[src/rtl/pulse_evt_pkg.sv]
// Shared types and the round-robin selection helper for pulse_event_arbiter.
package pulse_evt_pkg;

    typedef enum logic {
        MODE_POSEDGE = 1'b0,
        MODE_PULSE   = 1'b1
    } det_mode_e;

    localparam int unsigned MAX_CH = 16;
    localparam int unsigned IDX_W  = 4;

    typedef struct packed {
        logic             found;
        logic [IDX_W-1:0] idx;
    } rr_pick_t;

    // First set bit of pend searching rr, rr+1, ... modulo n_ch.
    function automatic rr_pick_t rr_pick(
        input logic [MAX_CH-1:0] pend,
        input logic [IDX_W-1:0]  rr,
        input int unsigned       n_ch
    );
        rr_pick_t    res;
        int unsigned k;
        res = '0;
        for (int unsigned i = 0; i < MAX_CH; i++) begin
            k = (32'(rr) + i) % n_ch;
            if ((i < n_ch) && !res.found && pend[k[IDX_W-1:0]]) begin
                res.found = 1'b1;
                res.idx   = k[IDX_W-1:0];
            end
        end
        return res;
    endfunction

endpackage

[src/rtl/pulse_evt_detector.sv]
// Per-channel event detector: rising edge or isolated one-cycle pulse.
module pulse_evt_detector
    import pulse_evt_pkg::*;
(
    input  logic      clk,
    input  logic      rst,
    input  logic      i_a,
    input  det_mode_e i_mode,
    output logic      o_det
);

    logic r_a1;
    logic r_a2;

    always_ff @(posedge clk) begin
        if (rst) begin
            r_a1 <= 1'b0;
            r_a2 <= 1'b0;
        end else begin
            r_a1 <= i_a;
            r_a2 <= r_a1;
        end
    end

    // Pulse mode flags a 0,1,0 pattern in the cycle the input returns low.
    always_comb begin
        o_det = 1'b0;
        if (i_mode == MODE_PULSE) begin
            o_det = ~i_a & r_a1 & ~r_a2;
        end else begin
            o_det = i_a & ~r_a1;
        end
    end

endmodule

[src/rtl/pulse_event_arbiter.sv]
// Multi-channel event front end: detect, latch pending, drain round-robin on valid/ready.
// Optional saturating drop counter enabled by defining PULSE_EVT_DROP_CNT_EN.
module pulse_event_arbiter
    import pulse_evt_pkg::*;
#(
    parameter int unsigned N_CH  = 4,
    parameter int unsigned CNT_W = 8
) (
    input  logic                    clk,
    input  logic                    rst,
    input  logic [N_CH-1:0]         a,
    input  logic [N_CH-1:0]         mode,
    output logic                    evt_valid,
    input  logic                    evt_ready,
    output logic [$clog2(N_CH)-1:0] evt_ch,
    output logic [N_CH-1:0]         pending
`ifdef PULSE_EVT_DROP_CNT_EN
    ,
    output logic [CNT_W-1:0]        drop_cnt
`endif
);

    localparam int unsigned CH_W = $clog2(N_CH);

    logic [N_CH-1:0]   w_det;
    logic [N_CH-1:0]   r_pending;
    logic [N_CH-1:0]   w_clr;
    logic [N_CH-1:0]   w_pending_nxt;
    logic [MAX_CH-1:0] w_pend_ext;
    rr_pick_t          w_pick;
    logic              w_adv;
    logic              w_load;
    logic [CH_W-1:0]   w_gnt;
    logic [CH_W-1:0]   w_rr_nxt;
    logic              r_valid;
    logic [CH_W-1:0]   r_ch;
    logic [CH_W-1:0]   r_rr;

    for (genvar g = 0; g < N_CH; g++) begin : g_ch
        pulse_evt_detector u_det (
            .clk    (clk),
            .rst    (rst),
            .i_a    (a[g]),
            .i_mode (det_mode_e'(mode[g])),
            .o_det  (w_det[g])
        );
    end

    // A detection in the same edge as the clear wins, so the new event is kept.
    always_comb begin
        w_pend_ext               = '0;
        w_pend_ext[N_CH-1:0]     = r_pending;
        w_pick                   = rr_pick(w_pend_ext, IDX_W'(r_rr), N_CH);
        w_gnt                    = CH_W'(w_pick.idx);
        w_adv                    = ~r_valid | evt_ready;
        w_load                   = w_adv & w_pick.found;
        w_clr                    = '0;
        if (w_load) begin
            w_clr[w_gnt] = 1'b1;
        end
        w_pending_nxt            = (r_pending & ~w_clr) | w_det;
        w_rr_nxt                 = (32'(w_gnt) == N_CH - 1) ? '0 : w_gnt + CH_W'(1);
    end

    always_ff @(posedge clk) begin
        if (rst) begin
            r_pending <= '0;
            r_valid   <= 1'b0;
            r_ch      <= '0;
            r_rr      <= '0;
        end else begin
            r_pending <= w_pending_nxt;
            if (w_adv) begin
                r_valid <= w_pick.found;
                if (w_load) begin
                    r_ch <= w_gnt;
                    r_rr <= w_rr_nxt;
                end
            end
        end
    end

    assign evt_valid = r_valid;
    assign evt_ch    = r_ch;
    assign pending   = r_pending;

`ifdef PULSE_EVT_DROP_CNT_EN
    localparam int unsigned SUM_W = CNT_W + 5;

    logic [N_CH-1:0]  w_drop;
    logic [SUM_W-1:0] w_drop_sum;
    logic [CNT_W-1:0] w_drop_cnt_nxt;
    logic [CNT_W-1:0] r_drop_cnt;

    always_comb begin
        w_drop     = w_det & r_pending & ~w_clr;
        w_drop_sum = SUM_W'(r_drop_cnt);
        for (int unsigned i = 0; i < N_CH; i++) begin
            w_drop_sum = w_drop_sum + SUM_W'(w_drop[i]);
        end
        w_drop_cnt_nxt = (w_drop_sum > SUM_W'({CNT_W{1'b1}})) ? '1 : w_drop_sum[CNT_W-1:0];
    end

    always_ff @(posedge clk) begin
        if (rst) begin
            r_drop_cnt <= '0;
        end else begin
            r_drop_cnt <= w_drop_cnt_nxt;
        end
    end

    assign drop_cnt = r_drop_cnt;
`endif

endmodule

[config.mk]
export PLATFORM = sky130hd
export DESIGN_NAME = pulse_event_arbiter
export DESIGN_NICKNAME = d
export VERILOG_FILES = /design/src/rtl/pulse_evt_pkg.sv /design/src/rtl/pulse_evt_detector.sv /design/src/rtl/pulse_event_arbiter.sv
export SDC_FILE = /design/constraint.sdc
export NUM_CORES = 1
export LEC_CHECK = 0
export ABC_AREA = 0
export BUFFER_PORTS_ARGS = -buffer_cell sky130_fd_sc_hd__buf_4
export CAP_MARGIN = 0
export CORE_MARGIN = 2
export CORE_UTILIZATION = 44
export DETAILED_ROUTE_END_ITERATION = 8
export PLACE_DENSITY = 0.79
export REMOVE_ABC_BUFFERS = 1
export SYNTH_ARGS = -nofsm -noshare
export SYNTH_HDL_FRONTEND = slang
export SYNTH_SLANG_ARGS = --single-unit
[constraint.sdc]
create_clock -name clk -period 1.6 [get_ports clk]
set_clock_uncertainty 0.05 [all_clocks]
set_input_delay 0.16 -clock clk [delete_from_list [all_inputs] [get_ports clk]]
set_output_delay 0.16 -clock clk [all_outputs]
set_load 0.02 [all_outputs]
==> flow_metrics.tcl, run 1 <==
set metrics [dict create \
    synth_cell_type_count 26 \
    wire_per_inst_microns 11.6 \
    grt_usage_pct 16.8 \
    final_nets 112 \
    seq_area_frac_synth_pct 48.5 \
    num_rows 14 \
    wl_met2_microns 604 \
    die_x_microns 43.9 \
    relSlewSlack_pct 73.4 \
    required_ns 1.73 \
    dpl_cell_area_sq_um 883 \
    total_power_mw 1.00 \
    fin_hold_ws_ns 0.0509 \
    core-area_sq_mm 0.00151 \
    synth_top_area_share_pct 48.5 \
    status "complete, no violations" \
    die_area_sq_mm 0.00193 \
    io_buffers 17 \
    setup_viol 0 \
    seqPwrFrac_pct 49.9 \
    wl_met3_microns 43 \
    p_comb_share_pct 28.1 \
    clk_pin_slew_ns 0.10 \
    fin_crit_sh_pct 99.5 \
    syn_to_final_growth_pct 35.7 \
    n_antenna_cell 0 \
    crit_family "simple AND/OR/NAND/NOR gates" \
    path_buf_inv 0 \
    antenna_found_initial 0 \
    synthTopCellsByArea "dfxtp_1 (48%), nor2b_1 (8.9%), nor4bb_1 (5.7%)" \
    cp_max_fo 5 \
    synthMostInstantiatedCell "dfxtp_1" \
    clock_power_share_pct 21.9 \
    drtPass1Iterations 4 \
    wl_met1_microns 670 \
    drv_cap 0 \
    cts_root_buffer "clkbuf_4" \
    postSynthCellCount 74 \
    setup_tns_ns 0 \
    crit_type "register to register" \
    layout-drive-gt1-share_pct 40.4 \
    internal_power_mw 0.705 \
    ioPinCount 18 \
    cp_slowest_cell "or3b_4" \
    avgSynthCellArea_sq_um 9.49 \
    postRouteAntennaNets 0 \
    yosys_warnings 0 \
    die_h_microns 43.9 \
    crit_path_start_kind "register" \
    p_leak_nw 0.414 \
    dp_hpwl_mm 1.01 \
    routed_wl_mm 1.34 \
    worstMarginPinSlew_ns 0.395 \
    slew_violations 0 \
    drc_errors 0 \
    ir_drop_v 0.000520 \
    min_path_type "input port to register" \
    top_layer_used "met4" \
    cpPeakStageDelay_ns 0.41 \
    avgViaCountPerCell 5.23 \
    netlist_area_sq_um 702 \
    power_density_mw_per_mm2 1060 \
    worstSetupEndpointType "register" \
    num_vias 602 \
    ctsHoldBuffers 0 \
    swShare_pct 29.9 \
    cts_buffer_depth 2 \
    p_sw_mw 0.300 \
    place.gp.congestion 0.747 \
    path_cells "nor2b_1 > or3b_4 > nand2_4 > ha_1 > nand2_1 > a221oi_2 > nor2_1" \
    layout_min_cycle_time_ns 1.59 \
    cp.arrival_ns 1.72 \
    clk_latency_ns 0.28 \
    cts_max_level 1 \
    fin_area_sq_um 952 \
    drt_iter0_markers 6 \
    synth_edf_count 0 \
    cts_tree "yes" \
    cts_buffers 3 \
    synth_commonest_cells "dfxtp_1 (17), nor2b_1 (10), nor2_1 (8)" \
    grt_pass1_vias 543 \
    hold_violations 0 \
    rsz0062_at_grt "yes" \
    cts.sinks 17 \
    ys_ff_latch 17 \
    yosysTopAreaCell "dfxtp_1" \
    ys_async_sr_fraction_pct 0 \
    grt_max_degree 17 \
    grt_first_pass_wirelength_mm 2.38 \
    synthFlopType "dfxtp_1" \
    initial_core_util_pct 46.6 \
    fmax_mhz 628 \
    post-cts-setup-buffer-count 0 \
    overflow 0 \
]
cells by family (layout without fill, tap and decap cells):
group | count (synthesis) | in the layout | synth area share [%]
buffers and inverters | 5 | 30 | 2.67
adder cells (fa/ha/maj) | 1 | 1 | 1.78
AO/OA/AOI/OAI | 19 | 19 | 17.5
AND/OR/NAND/NOR | 30 | 30 | 26.7
flip-flops | 17 | 17 | 48.5
multiplexers | 2 | 2 | 2.85
placed cells by master (no fill, tap or decap):
master,netlist,routed
mux2i_1,2,2
nor2b_1,10,9
nor4_2,0,1
a211oi_2,0,1
nand2_4,1,1
nor3b_1,1,1
dfxtp_2,0,5
clkbuf_4,0,3
a21oi_4,0,1
ha_1,1,1
clkinv_2,0,1
o21bai_1,1,1
a21oi_1,7,7
nor2b_2,0,1
o31a_1,1,1
dfxtp_1,17,12
nor2_1,8,8
buf_4,0,22
a211o_2,1,1
a221oi_2,0,1
nand2b_4,0,1
o21ai_0,3,3
o32a_1,1,1
or3b_4,1,1
nand2_1,2,2
nand3_1,1,1
a31oi_1,1,1
nor4bb_1,4,4
o21ai_1,1,1
inv_1,4,4
power groups by stage:
stage / sequential, mW / combinational, mW / clock (mW)
final: 0.502 / 0.283 / 0.220
after global routing: 0.509 / 0.311 / 0.244
after CTS: 0.497 / 0.267 / 0.228
after detailed placement: 0.505 / 0.263 / 0
after global placement: 0.501 / 0.256 / 0
after floorplan: 0.522 / 0.131 / 0
path summary, 6_finish.rpt:
kind,startpoint,to,slack (ns),depth (start not counted)
worst min register to register,g_ch[1].u_det.r_a1,g_ch[1].u_det.r_a2,0.43,1
worst min-delay path,a[3],g_ch[3].u_det.r_a1,0.05,2
worst max register to register,pending[0],pending[1],0.008,7
worst max-delay path,pending[0],pending[1],0.008,7
flip-flops by register name, summed over array words and instances, names as in the netlist:
register	count
r_rr	2
g_ch.u_det.r_a1	4
g_ch.u_det.r_a2	4
evt_valid	1
pending	4
evt_ch	2
metrics by stage:
| stage | util, % | instances | setup slack (ns) |
|---|---|---|---|
| global route | 63.2 | 115 | -0.0771 |
| floorplan | - | 73 | -0.149 |
| CTS | 61.1 | 115 | -0.00325 |
| global placement | 58.6 | 111 | -0.00210 |
| detailed placement | 58.6 | 111 | -0.0318 |
| finish | 63.2 | 115 | 0.00806 |
metal layers:
metal / GRT usage (%) / up-vias
met1: 23.0 / 278
met4: 9.09 / 0
li1: - / 312
met2: 24.4 / 10
met3: 3.75 / 2
met5: 0 / -
area by class of cell:
| type | count | area [sq um] |
|---|---|---|
| Clock buffer | 3 | 22.5 |
| Fill cell | 117 | 554 |
| Timing Repair Buffer | 22 | 165 |
| Tap cell | 16 | 20.0 |
| Sequential cell | 17 | 347 |
| Inverter | 4 | 15.0 |
| Clock inverter | 1 | 5.00 |
| Multi-Input combinational cell | 52 | 378 |
what timing repair did:
item | CTS | global route
hold endpoints to repair | 0 | 0
gates resized for setup | 4 | 7
setup endpoints to repair | 2 | 6
No activity file was read; power rests on OpenSTA's default activity.
==> run 2: changes to the inputs <==
--- a/config.mk
+++ b/config.mk
@@ -9,9 +9,10 @@
 export BUFFER_PORTS_ARGS = -buffer_cell sky130_fd_sc_hd__buf_4
 export CAP_MARGIN = 0
 export CORE_MARGIN = 2
-export CORE_UTILIZATION = 44
+export CORE_UTILIZATION = 49
 export DETAILED_ROUTE_END_ITERATION = 8
-export PLACE_DENSITY = 0.79
+export MAX_ROUTING_LAYER = met4
+export PLACE_DENSITY = 0.83
 export REMOVE_ABC_BUFFERS = 1
 export SYNTH_ARGS = -nofsm -noshare
 export SYNTH_HDL_FRONTEND = slang
==> constraint.sdc (replaced) <==
create_clock -name clk -period 1.8 [get_ports clk]
set_clock_uncertainty 0.05 [all_clocks]
set_input_delay 0.18 -clock clk [delete_from_list [all_inputs] [get_ports clk]]
set_output_delay 0.18 -clock clk [all_outputs]
set_load 0.02 [all_outputs]
==> run 2 against run 1 <==
  * Count of clock-buffer cells in the layout unchanged
  * Core utilization grew 3.9 points
  * Total power fell by 15%
  * Via count is 0.50% lower
  * Sequential share of layout area grew 2.8 points
  * Sequential cell count unchanged
  * Sequential power shrank 11%
  * Hold slack improved by 0.026 ns
  * Critical endpoint unchanged
  * Largest power group unchanged
==> flow_metrics.tcl, run 2 (same netlist as run 1, synthesis figures left out) <==
set metrics [dict create \
    place.gp.congestion 0.723 \
    grt_max_degree 17 \
    p_leak_nw 0.381 \
    grt_usage_pct 17.4 \
    relSlewSlack_pct 69.2 \
    cts_buffer_depth 2 \
    pre_cts_slack_ns 0.0703 \
    fin_hold_ws_ns 0.0769 \
    ff_latch_area_sq_um 347 \
    dp_hpwl_microns 962 \
    ir_drop_v 0.000682 \
    syn_to_final_growth_pct 26.0 \
    multi_input_area_sq_um 349 \
    power_density_mw_per_mm2 966 \
    slew_violations 0 \
    fin_crit_sh_pct 96.1 \
    cp_max_fo 7 \
    n_antenna_cell 0 \
    io_buffers 17 \
    fin_area_sq_um 885 \
    antenna_found_initial 0 \
    num_rows 13 \
    status "complete, no violations" \
    die_area_sq_mm 0.00175 \
    final_nets 107 \
    internal_power_mw 0.596 \
    drtPass1Iterations 3 \
    p_sw_mw 0.259 \
    grt_pass1_vias 571 \
    drc_errors 0 \
    layout_min_cycle_time_ns 1.73 \
    routed_wl_mm 1.39 \
    clock_power_share_pct 23.0 \
    num_vias 599 \
    initial_core_util_pct 53.3 \
    min_path_type "input port to register" \
    cts_buffers 3 \
    drv_cap 0 \
    die_x_microns 41.9 \
    final_common_cell "buf_4" \
    cts_tree "yes" \
    fin_ws_ns 0.0699 \
    grt_first_pass_wirelength_mm 2.28 \
    clk_latency_ns 0.29 \
    cts_max_level 1 \
    dpl_cell_area_sq_um 845 \
    wire_per_inst_microns 12.7 \
    ioPinCount 18 \
    nFillCells 114 \
    drt_iter0_markers 18 \
    post-cts-setup-buffer-count 0 \
    layout_common_cells "buf_4 (17), dfxtp_1 (14), nor2b_1 (10), nor2_1 (8), a21oi_1 (7)" \
    die_h_microns 41.9 \
    required_ns 1.93 \
    reg2reg_depth 7 \
    seqPwrFrac_pct 52.0 \
    total_power_mw 0.855 \
    ctsHoldBuffers 0 \
    holdPathStages 2 \
    crit_path_start_kind "register" \
    cp.arrival_ns 1.86 \
    clk_pin_slew_ns 0.10 \
    crit_type "register to register" \
    worstSetupEndpointType "register" \
    fmax_mhz 578 \
    cts.sinks 17 \
    worstMarginPinSlew_ns 0.462 \
    postRouteAntennaNets 0 \
    p_comb_share_pct 25.0 \
    core-area_sq_mm 0.00132 \
    swShare_pct 30.3 \
    setup_viol 0 \
    cts_root_buffer "clkbuf_4" \
    avgViaCountPerCell 5.50 \
    hold_violations 0 \
    overflow 0 \
    layout-drive-gt1-share_pct 30.9 \
    cts_resized 0 \
]
==> run 2: path summary, 6_finish.rpt <==
path,startpoint,to,slack [ns]
setup / recovery,pending[1],pending[1],0.07
hold / removal,a[0],g_ch[0].u_det.r_a1,0.08
setup reg to reg,pending[1],pending[1],0.07
hold reg to reg,g_ch[1].u_det.r_a1,g_ch[1].u_det.r_a2,0.43
==> run 2: through the flow <==
step                setup TNS, ns  util, %  cells
detailed placement              0     64.1    105
floorplan                       0        -     73
CTS                             0     66.2    109
global placement                0     64.1    105
global route             -0.00523     67.1    109
finish                          0     67.1    109
==> run 2: critical path: stages (launching register included) <==
cell and delay, ns:
dfxtp_4 0.39, nand2b_1 0.14, or3b_4 0.41, nand2_4 0.09
ha_1 0.14, nand2_1 0.07, a221oi_2 0.28, nor2_1 0.06
==> run 2: cell type report <==
type,count,area share (%)
multi-input cells,52,39.5
well taps,15,2.12
clock buffers,3,2.55
clock inverters,1,0.566
inverters,4,1.70
flip-flops and latches,17,39.2
repair buffers,17,14.4
==> run 2: routing by layer <==
metal / part of all wire (%) / global-route usage [%] / up-vias / routed length [microns]
li1: - / - / 302 / -
met1: 44 / 20.2 / 280 / 610
met2: 49 / 27.2 / 13 / 685
met3: 5.0 / 6.96 / 4 / 69
met4: 1.4 / 5.81 / 0 / 19
met5: 0 / - / - / 0
==> run 2: power groups by stage <==
stage | clock [mW] | sequential (mW) | combinational, mW
5_1_grt | 0.217 | 0.451 | 0.238
4_1_cts | 0.201 | 0.442 | 0.210
2_1_floorplan | 0 | 0.464 | 0.117
6_report | 0.196 | 0.445 | 0.214
3_5_place_dp | 0 | 0.451 | 0.209
3_3_place_gp | 0 | 0.449 | 0.203
==> run 3: changes to the inputs <==
--- a/config.mk
+++ b/config.mk
@@ -5,14 +5,13 @@
 export SDC_FILE = /design/constraint.sdc
 export NUM_CORES = 1
 export LEC_CHECK = 0
-export ABC_AREA = 0
 export BUFFER_PORTS_ARGS = -buffer_cell sky130_fd_sc_hd__buf_4
 export CAP_MARGIN = 0
 export CORE_MARGIN = 2
-export CORE_UTILIZATION = 49
+export CORE_UTILIZATION = 44
 export DETAILED_ROUTE_END_ITERATION = 8
 export MAX_ROUTING_LAYER = met4
-export PLACE_DENSITY = 0.83
+export PLACE_DENSITY = 0.79
 export REMOVE_ABC_BUFFERS = 1
 export SYNTH_ARGS = -nofsm -noshare
 export SYNTH_HDL_FRONTEND = slang
==> constraint.sdc (replaced) <==
create_clock -name clk -period 1.5 [get_ports clk]
set_clock_uncertainty 0.05 [all_clocks]
set_input_delay 0.075 -clock clk [delete_from_list [all_inputs] [get_ports clk]]
set_output_delay 0.075 -clock clk [all_outputs]
set_load 0.02 [all_outputs]
==> run 3 against run 2 <==
  * The run now ends with setup timing left
  * Total power increased by 41%
  * Count of clock-buffer cells in the layout grew 1
  * Global-route usage is 2.4 points higher
  * Sequential power rose by 21%
  * Combinational power is 97% higher
  * Largest power group unchanged
  * Highest routed layer unchanged
==> flow_metrics.tcl, run 3 (same netlist as run 1, synthesis figures left out) <==
set metrics [dict create \
    status "finished with violations" \
    failed_checks "setup timing" \
    fin_hold_ws_ns 0.0172 \
    p_sw_mw 0.361 \
    clk_latency_ns 0.29 \
    final_common_cell "buf_4" \
    num_vias 697 \
    layout_min_cycle_time_ns 1.62 \
    wire_per_inst_microns 12.7 \
    min_path_type "input port to register" \
    worstSetupEndpointType "register" \
    grt_first_pass_wirelength_mm 2.73 \
    cts_max_level 1 \
    setup_tns_ns -0.221 \
    slew_violations 0 \
    grt_max_degree 17 \
    die_x_microns 43.9 \
    avgViaCountPerCell 5.36 \
    cts_buffers 3 \
    initial_core_util_pct 46.6 \
    required_ns 1.63 \
    fin_crit_sh_pct 108 \
    hold_violations 0 \
    final_nets 127 \
    syn_to_final_growth_pct 57.4 \
    fmax_mhz 616 \
    cts_tree "yes" \
    layout-drive-gt1-share_pct 47.4 \
    setup_viol 4 \
    overflow 0 \
    clock_power_share_pct 20.1 \
    dp.cells 114 \
    cp_max_fo 5 \
    drc_errors 0 \
    layout_common_cells "buf_4 (33), dfxtp_1 (12), nor2b_1 (9), nor2_1 (8), a21oi_1 (7)" \
    rsz0062_at_grt "yes" \
    num_rows 14 \
    crit_type "register to register" \
    clk_pin_slew_ns 0.10 \
    drv_cap 0 \
    drt_iter0_markers 11 \
    power_density_mw_per_mm2 1090 \
    grt_usage_pct 19.8 \
    cts.sinks 17 \
    internal_power_mw 0.841 \
    place.gp.congestion 0.719 \
    cts_root_buffer "clkbuf_4" \
    fin_ws_ns -0.124 \
    fin_area_sq_mm 0.00110 \
    antenna_found_initial 0 \
    ir_drop_v 0.000674 \
    grt_pass1_vias 643 \
    instances_no_fill 130 \
    routed_wl_mm 1.65 \
    p_leak_nw 0.484 \
    p_comb_share_pct 35.1 \
    relSlewSlack_pct 76.9 \
    cts_buffer_depth 2 \
    worstMarginPinSlew_ns 0.342 \
    crit_path_start_kind "register" \
    seqPwrFrac_pct 44.8 \
    dp_hpwl_mm 1.05 \
    dpl_cell_area_sq_um 906 \
    ioPinCount 18 \
    drtPass1Iterations 4 \
    die_area_sq_mm 0.00193 \
    post-route-util_pct 73.3 \
    core-area_sq_mm 0.00151 \
    postRouteAntennaNets 0 \
    io_buffers 17 \
    cp.arrival_ns 1.75 \
    n_antenna_cell 0 \
    swShare_pct 30.0 \
    die_h_microns 43.9 \
]
-- run 3: stage by stage --
step,total power [mW],setup slack (ns)
2_1_floorplan,0.697,-0.249
3_3_place_gp,0.827,-0.120
3_5_place_dp,0.839,-0.177
4_1_cts,1.17,-0.0857
5_1_grt,1.26,-0.163
6_report,1.20,-0.124
-- run 3: final timing paths --
path / slack [ns] / cells past startpoint / start / end
hold / removal: 0.02 / 2 / rst / r_rr[1]
hold reg to reg: 0.43 / 1 / g_ch[3].u_det.r_a1 / g_ch[3].u_det.r_a2
setup reg to reg: -0.12 / 6 / pending[1] / pending[3]
setup / recovery: -0.12 / 6 / pending[1] / pending[3]
-- run 3: cell type report --
cell class,instances,area (sq um)
Tap cell,16,20.0
Inverter,4,15.0
Sequential cell,17,352
Fill cell,106,402
Clock buffer,4,26.3
Multi-Input combinational cell,52,404
Timing Repair Buffer,37,288
-- run 3: power groups by stage --
stage | registers (mW) | logic, mW | clock network (mW)
after global placement | 0.535 | 0.291 | 0
after CTS | 0.535 | 0.386 | 0.248
after detailed placement | 0.539 | 0.300 | 0
after global routing | 0.544 | 0.452 | 0.264
final | 0.539 | 0.422 | 0.241
after floorplan | 0.557 | 0.140 | 0
-- run 3: critical path, stage by stage (launching register included) --
cell      delay [ns]
dfxtp_4         0.39
nand2b_4        0.13
or3b_4          0.40
nand2_4         0.08
buf_4           0.12
a31oi_1         0.10
o31a_1          0.25
-- run 3: layer usage --
layer | vias to the layer above | track usage (%) | wire length [microns] | share of wire [%]
li1 | 344 | - | - | -
met1 | 333 | 22.6 | 723 | 44
met2 | 15 | 34.1 | 838 | 51
met3 | 5 | 2.50 | 50 | 3.0
met4 | 0 | 9.09 | 38 | 2.3
met5 | - | - | 0 | 0
-- run 3: what timing repair did --
item                       4_1_cts  5_1_grt
buffers inserted                 4        4
hold buffers                     4        0
pin swaps                        2        2
setup endpoints to repair        7        7
hold endpoints to repair         5        0
resized for setup               14        4
